$ cat src/rtl/psram_pkg.sv
// Shared definitions for the PSRAM responder model: FSM states and command
// opcodes used by both psram and psram_responder.
package psram_pkg;

  typedef enum logic [2:0] {
    SPI_CMD = 3'd0,
    QPI_CMD = 3'd1,
    ADDR    = 3'd2,
    WAIT    = 3'd3,
    RD_DATA = 3'd4,
    WR_DATA = 3'd5,
    IGNORE  = 3'd6
  } psram_state_e;

  localparam logic [7:0] CMD_QPI_ENTER  = 8'h35;
  localparam logic [7:0] CMD_QUAD_READ  = 8'hEB;
  localparam logic [7:0] CMD_QUAD_WRITE = 8'h38;
  localparam logic [7:0] CMD_QPI_EXIT   = 8'hF5;

  // Command-phase state a deselect returns to, depending on the bus mode.
  function automatic psram_state_e idle_state(input logic qpi);
    return qpi ? QPI_CMD : SPI_CMD;
  endfunction

endpackage

$ cat src/rtl/psram_responder.sv
// Behavioural model of one 4-bit PSRAM die responding to SPI/QPI commands.
// Two instances side by side serve an 8-bit bus (upper/lower nibble lanes).
// The byte-wide backing store lives outside this module.
module psram_responder
  import psram_pkg::*;
#(
  parameter int unsigned WAIT_CYCLES = 8,
  parameter int unsigned ADDR_WIDTH  = 23
) (
  input  logic                  i_clk,
  input  logic                  i_rst_n,
  input  logic                  i_psram_csn,
  input  logic [3:0]            i_sio,
  output logic [3:0]            o_sio,
  output logic                  o_sio_oe,
  output logic [ADDR_WIDTH-1:0] o_mem_addr,
  output logic                  o_mem_we,
  output logic [7:0]            o_mem_wdata,
  input  logic [7:0]            i_mem_rdata,
  output logic                  o_qpi_mode,
  output logic [2:0]            o_state
);

  localparam logic [ADDR_WIDTH-1:0] ADDR_ONE  = {{(ADDR_WIDTH-1){1'b0}}, 1'b1};
  localparam logic [3:0]            WAIT_LAST = 4'(WAIT_CYCLES - 1);

  psram_state_e          state_q, state_d;
  logic                  qpi_q, qpi_d;
  logic [3:0]            cnt_q, cnt_d;
  logic [7:0]            cmd_q, cmd_d;
  logic [ADDR_WIDTH-1:0] addr_sh_q, addr_sh_d;
  logic                  rd_q, rd_d;
  logic [3:0]            hi_q, hi_d;
  logic [ADDR_WIDTH-1:0] mem_addr_q, mem_addr_d;
  logic                  we_q, we_d;
  logic [7:0]            wdata_q, wdata_d;

  // Next-state and datapath decode for one SCLK edge.
  always_comb begin
    state_d    = state_q;
    qpi_d      = qpi_q;
    cnt_d      = cnt_q;
    cmd_d      = cmd_q;
    addr_sh_d  = addr_sh_q;
    rd_d       = rd_q;
    hi_d       = hi_q;
    mem_addr_d = mem_addr_q;
    we_d       = 1'b0;
    wdata_d    = wdata_q;

    // The write strobe is held one cycle at the byte's address; advance after it.
    if (we_q) begin
      mem_addr_d = mem_addr_q + ADDR_ONE;
    end

    if (i_psram_csn) begin
      state_d = idle_state(qpi_q);
      cnt_d   = '0;
    end else begin
      unique case (state_q)
        SPI_CMD: begin
          cmd_d = {cmd_q[6:0], i_sio[0]};
          if (cnt_q == 4'd7) begin
            cnt_d   = '0;
            state_d = IGNORE;
            if (cmd_d == CMD_QPI_ENTER) begin
              qpi_d = 1'b1;
            end
          end else begin
            cnt_d = cnt_q + 4'd1;
          end
        end
        QPI_CMD: begin
          cmd_d = {cmd_q[3:0], i_sio};
          if (cnt_q == 4'd1) begin
            cnt_d = '0;
            if (cmd_d == CMD_QUAD_READ) begin
              rd_d    = 1'b1;
              state_d = ADDR;
            end else if (cmd_d == CMD_QUAD_WRITE) begin
              rd_d    = 1'b0;
              state_d = ADDR;
            end else if (cmd_d == CMD_QPI_EXIT) begin
              qpi_d   = 1'b0;
              state_d = IGNORE;
            end else begin
              state_d = IGNORE;
            end
          end else begin
            cnt_d = cnt_q + 4'd1;
          end
        end
        ADDR: begin
          // Upper nibbles beyond ADDR_WIDTH fall off the top of the shifter.
          addr_sh_d = {addr_sh_q[ADDR_WIDTH-5:0], i_sio};
          if (cnt_q == 4'd5) begin
            cnt_d      = '0;
            mem_addr_d = addr_sh_d;
            state_d    = rd_q ? WAIT : WR_DATA;
          end else begin
            cnt_d = cnt_q + 4'd1;
          end
        end
        WAIT: begin
          if (cnt_q == WAIT_LAST) begin
            cnt_d   = '0;
            state_d = RD_DATA;
          end else begin
            cnt_d = cnt_q + 4'd1;
          end
        end
        RD_DATA: begin
          cnt_d = {3'b000, ~cnt_q[0]};
          if (!cnt_q[0]) begin
            mem_addr_d = mem_addr_q + ADDR_ONE;
          end
        end
        WR_DATA: begin
          cnt_d = {3'b000, ~cnt_q[0]};
          if (!cnt_q[0]) begin
            hi_d = i_sio;
          end else begin
            we_d    = 1'b1;
            wdata_d = {hi_q, i_sio};
          end
        end
        IGNORE: begin
        end
        default: begin
          state_d = idle_state(qpi_q);
          cnt_d   = '0;
        end
      endcase
    end
  end

  // State and datapath registers, cleared asynchronously.
  always_ff @(posedge i_clk or negedge i_rst_n) begin
    if (!i_rst_n) begin
      state_q    <= SPI_CMD;
      qpi_q      <= 1'b0;
      cnt_q      <= '0;
      cmd_q      <= '0;
      addr_sh_q  <= '0;
      rd_q       <= 1'b0;
      hi_q       <= '0;
      mem_addr_q <= '0;
      we_q       <= 1'b0;
      wdata_q    <= '0;
    end else begin
      state_q    <= state_d;
      qpi_q      <= qpi_d;
      cnt_q      <= cnt_d;
      cmd_q      <= cmd_d;
      addr_sh_q  <= addr_sh_d;
      rd_q       <= rd_d;
      hi_q       <= hi_d;
      mem_addr_q <= mem_addr_d;
      we_q       <= we_d;
      wdata_q    <= wdata_d;
    end
  end

  // Read nibble straight from the store: the address advances on the
  // high-nibble edge, so i_mem_rdata still holds the current byte during its
  // low-nibble cycle and already holds the next byte on the following one.
  always_comb begin
    o_sio_oe = (state_q == RD_DATA) && !i_psram_csn;
    o_sio    = '0;
    if (o_sio_oe) begin
      o_sio = cnt_q[0] ? i_mem_rdata[3:0] : i_mem_rdata[7:4];
    end
  end

  assign o_mem_addr  = mem_addr_q;
  assign o_mem_we    = we_q;
  assign o_mem_wdata = wdata_q;
  assign o_qpi_mode  = qpi_q;
  assign o_state     = state_q;

endmodule

$ cat config.mk
export PLATFORM = sky130hd
export DESIGN_NAME = psram_responder
export DESIGN_NICKNAME = d
export VERILOG_FILES = /design/src/rtl/psram_pkg.sv /design/src/rtl/psram_responder.sv
export SDC_FILE = /design/constraint.sdc
export NUM_CORES = 1
export LEC_CHECK = 0
export CAP_MARGIN = 20
export CORE_AREA = 2 2 93 95
export CTS_CLUSTER_DIAMETER = 200
export CTS_CLUSTER_SIZE = 12
export DETAILED_ROUTE_END_ITERATION = 16
export DIE_AREA = 0 0 95 97
export PLACE_DENSITY = 0.9
export SKIP_LAST_GASP = 1
export SLEW_MARGIN = 20
export SYNTH_ARGS = -nofsm -noshare
export SYNTH_HDL_FRONTEND = slang
export SYNTH_SLANG_ARGS = --single-unit
$ cat constraint.sdc
create_clock -name i_clk -period 2.5 [get_ports i_clk]
set_clock_uncertainty 0.15 [all_clocks]
set_input_delay 0.375 -clock i_clk [delete_from_list [all_inputs] [get_ports i_clk]]
set_output_delay 0.375 -clock i_clk [all_outputs]
set_load 0.05 [all_outputs]
==> metrics.md <==
| Metric | Value |
|---|---|
| CP Launch Point | o_mem_addr[2] |
| Synth Area in Compound Gates | 14.28% |
| Core Footprint | 8134 um^2 |
| First-pass GRT wire length | 21,020 um |
| Port-buffer cells | 55 |
| Final number of max-transition violations | 0 |
| Main synth FF type | dfrtp_1 |
| Latest clock arrival within the worst-skew pair | 0.35 ns |
| Slew margin rel. | 63.06% |
| R2r endpoint | o_mem_addr[22] |
| DR vias | 4,171 |
| # diodes | 0 |
| Starting Density | 55.68% |
| Layout cell share with drive strength beyond 1 | 19.93% |
| DP HPWL | 9017 um |
| Worst Setup End Kind | primary output |
| VDD IR-drop max | 0.8560 mV |
| Post-synthesis simple-gate area fraction | 23.45% |
| Post-synthesis async set-or-reset flop share | 100.0% |
| Setup violations, final | 0 |
| Seq/Total Area, Yosys | 39.23% |
| DR pass1 iterations | 5 |
| Hold Path Class | flop to flop |
| Clock-pin slew on the worst setup and hold paths | 0.07 ns |
| RePlAce Congestion | 1.012 |
| Worst path bufs/invs | 1 |
| Final Non-Filler Cells | 642 |
| Number of synthesized register bits | 71 |
| Area Overhead vs Synth | 22.57% |
| Count of max-cap constraint violations | 0 |
| Crit path cell chain | clkdlybuf4s50_1 |
| I/O pin cnt | 56 |
| WS Path Type | flop to primary output |
| Vias in the first global route | 4,171 |
| Nets | 550 |
| Synth unique cells | 70 |
| Final hold vios | 0 |
| Worst reg2reg path depth | 6 |
| Maximum fanout along the worst path | 12 |
| Clk sinks | 71 |
| Die W | 95 um |
| Flop2flop setup slack | 0.22 ns |
| Initial DRC Count | 515 |
| Design area | 5552 um^2 |
| Synth Area in Adders | 0.8287% |
| Post-Syn Area per Cell | 9.616 um^2 |
| Dpl cells | 623 |
| Final WL | 12,840 um |
| Post-route ant nets | 0 |
| Die Area | 9215 um^2 |
| Post-synth EDFFs | 0 |
| XOR/XNOR Fraction of Synth Area | 6.575% |
| Slew @ Worst Pin | 0.5455 ns |
| Initial antenna violation count | 0 |
| Vias per Instance | 6.497 |
| Mapped Cells | 471 |
| CP peak stage delay | 0.88 ns |
| Fin crit period | 2.331 ns |
| Clock buffer depth | 2 |
| Mux contribution to synthesized area | 11.05% |
| Critical R2R Launch | o_mem_addr[1] |
| Wire per inst | 19.99 um |
| Unrepaired setup endpoints after global routing | no |
| Max Fclk | 429.1 MHz |
| Congestion Overflow GR | 0 |
| Largest family of logic cells by synthesized area | simple AND/OR/NAND/NOR gates |
| Ys Warns | 0 |
| Slowest cell on the critical path | clkdlybuf4s50_1 |
| CP Launch Type | flop |
| CTS tree | yes |
| CP delay by family, top | buffers and inverters |
| Final period utilization | 93.23% |
| Outcome | complete, no violations |
| Row count | 33 |
| Fin Hold WS | 0.3664 ns |
| Critical Path Stages | 1 |
| Critical Path Sink | o_mem_addr[2] |
| Worst Path Arrival | 1.81 ns |
| Finished Core Util | 68.25% |
| H-tree depth | 3 |
| Synth Net Count | 489 |
| Total CTS buffers | 9 |
| Tot GR Track Use | 29.08% |
| Pin count of the biggest net entering global routing | 51 |
| Chip height | 97 um |
| P_leak | 2.255 nW |
| Drt drc | 0 |
| CP required | 1.98 ns |
| Power Dens Cells | 1178 nW/um^2 |
| Root buffer cell | clkbuf_8 |
| Placement Cell Area | 5296 um^2 |
| Synth Cell Area | 4529 um^2 |
-- Yosys cell counts (10+ instances only) --
cell type,number,share of area (%)
xnor2_1,15,2.9
nor2_1,30,2.5
o21ai_1,10,1.1
xor2_1,19,3.7
inv_1,12,0.99
buf_2,19,2.1
nand2_1,42,3.5
nand3_1,22,2.4
mux2_2,32,8.0
a21oi_1,18,2.0
dfrtp_1,71,39
nand4_1,13,1.8
mux2i_1,14,3.1
-- worst min-delay path by stage --
| stage | slack (ns) | from | cells after the start | to |
|---|---|---|---|---|
| 2_1_floorplan | -0.07 | i_rst_n | 0 | addr_sh_q[0] |
| 3_3_place_gp | 0.23 | i_rst_n | 1 | o_mem_addr[2] |
| 3_5_place_dp | 0.24 | i_rst_n | 1 | o_mem_addr[2] |
| 4_1_cts | 0.37 | o_mem_wdata[0] | 1 | o_mem_wdata[0] |
| 5_1_grt | 0.39 | o_mem_wdata[0] | 1 | o_mem_wdata[0] |
| 6_report | 0.37 | o_mem_wdata[0] | 1 | o_mem_wdata[0] |
-- cell usage in the layout (no fill, tap or decap), types with 6 or more instances in the layout --
cell / instances
a21oi_1: 18
a22oi_1: 7
a31oi_1: 6
and3_1: 6
buf_12: 6
buf_4: 30
clkbuf_8: 10
clkdlybuf4s50_1: 45
dfrtp_1: 70
inv_1: 12
mux2_2: 32
mux2i_1: 14
nand2_1: 42
nand2b_1: 8
nand3_1: 22
nand4_1: 13
nor2_1: 30
nor3_1: 7
o21ai_0: 9
o21ai_1: 10
o221ai_1: 7
o22ai_1: 7
xnor2_1: 15
xor2_1: 19
-- routing by layer --
metal	global-route usage [%]	up-vias	routed length [um]	share of wire [%]
li1	-	1850	-	-
met1	38.68	2045	5195	40
met2	46.37	232	6246	49
met3	6.231	44	1068	8.3
met4	10.81	0	325	2.5
met5	0	-	0	0
-- flip-flops by register name, indices dropped and copies added (netlist names) --
signal,flops
rd_q,1
o_mem_addr,23
hi_q,4
o_state,3
cnt_q,4
o_mem_we,1
o_qpi_mode,1
cmd_q,7
addr_sh_q,19
o_mem_wdata,8
-- area by class of cell --
| cell class | instances | area [um^2] |
|---|---|---|
| Multi-Input combinational cell | 354 | 2554 |
| Timing Repair Buffer | 83 | 810.8 |
| Fill cell | 616 | 2582 |
| Tap cell | 105 | 131.4 |
| Inverter | 13 | 48.80 |
| Sequential cell | 71 | 1778 |
| Clock buffer | 10 | 137.6 |
| Clock inverter | 6 | 91.34 |
-- kinds of logic (layout without fill, tap and decap cells) --
family	count (synthesis)	after routing
AND/OR/NAND/NOR	176	176
buffers and inverters	46	112
flip-flops	71	71
XOR/XNOR	34	34
AO/OA/AOI/OAI	95	95
multiplexers	46	46
adder cells (fa/ha/maj)	3	3
-- where the power goes --
group,internal [W],switching [W]
logic,0.00130,0.00201
clock network,0.000594,0.000465
registers,0.00155,0.000617
-- metrics by stage --
stage	TNS, ns	worst slack [ns]	power (W)
floorplan	-0.5824	-0.1456	0.004351
global placement	0	0.3163	0.005266
detailed placement	0	0.3079	0.005386
CTS	0	0.1175	0.006475
global route	0	0.05920	0.006873
finish	0	0.1694	0.006538
-- repair_timing --
action / 4_1_cts / 5_1_grt
endpoints found under the setup margin: 4 / 2
setup buffers: 0 / 2
hold buffers: 1 / 0
hold endpoints to repair: 21 / 0
cloned: 0 / 0
resized for setup: 1 / 0
Note: power is estimated with default switching activity, not from simulation.
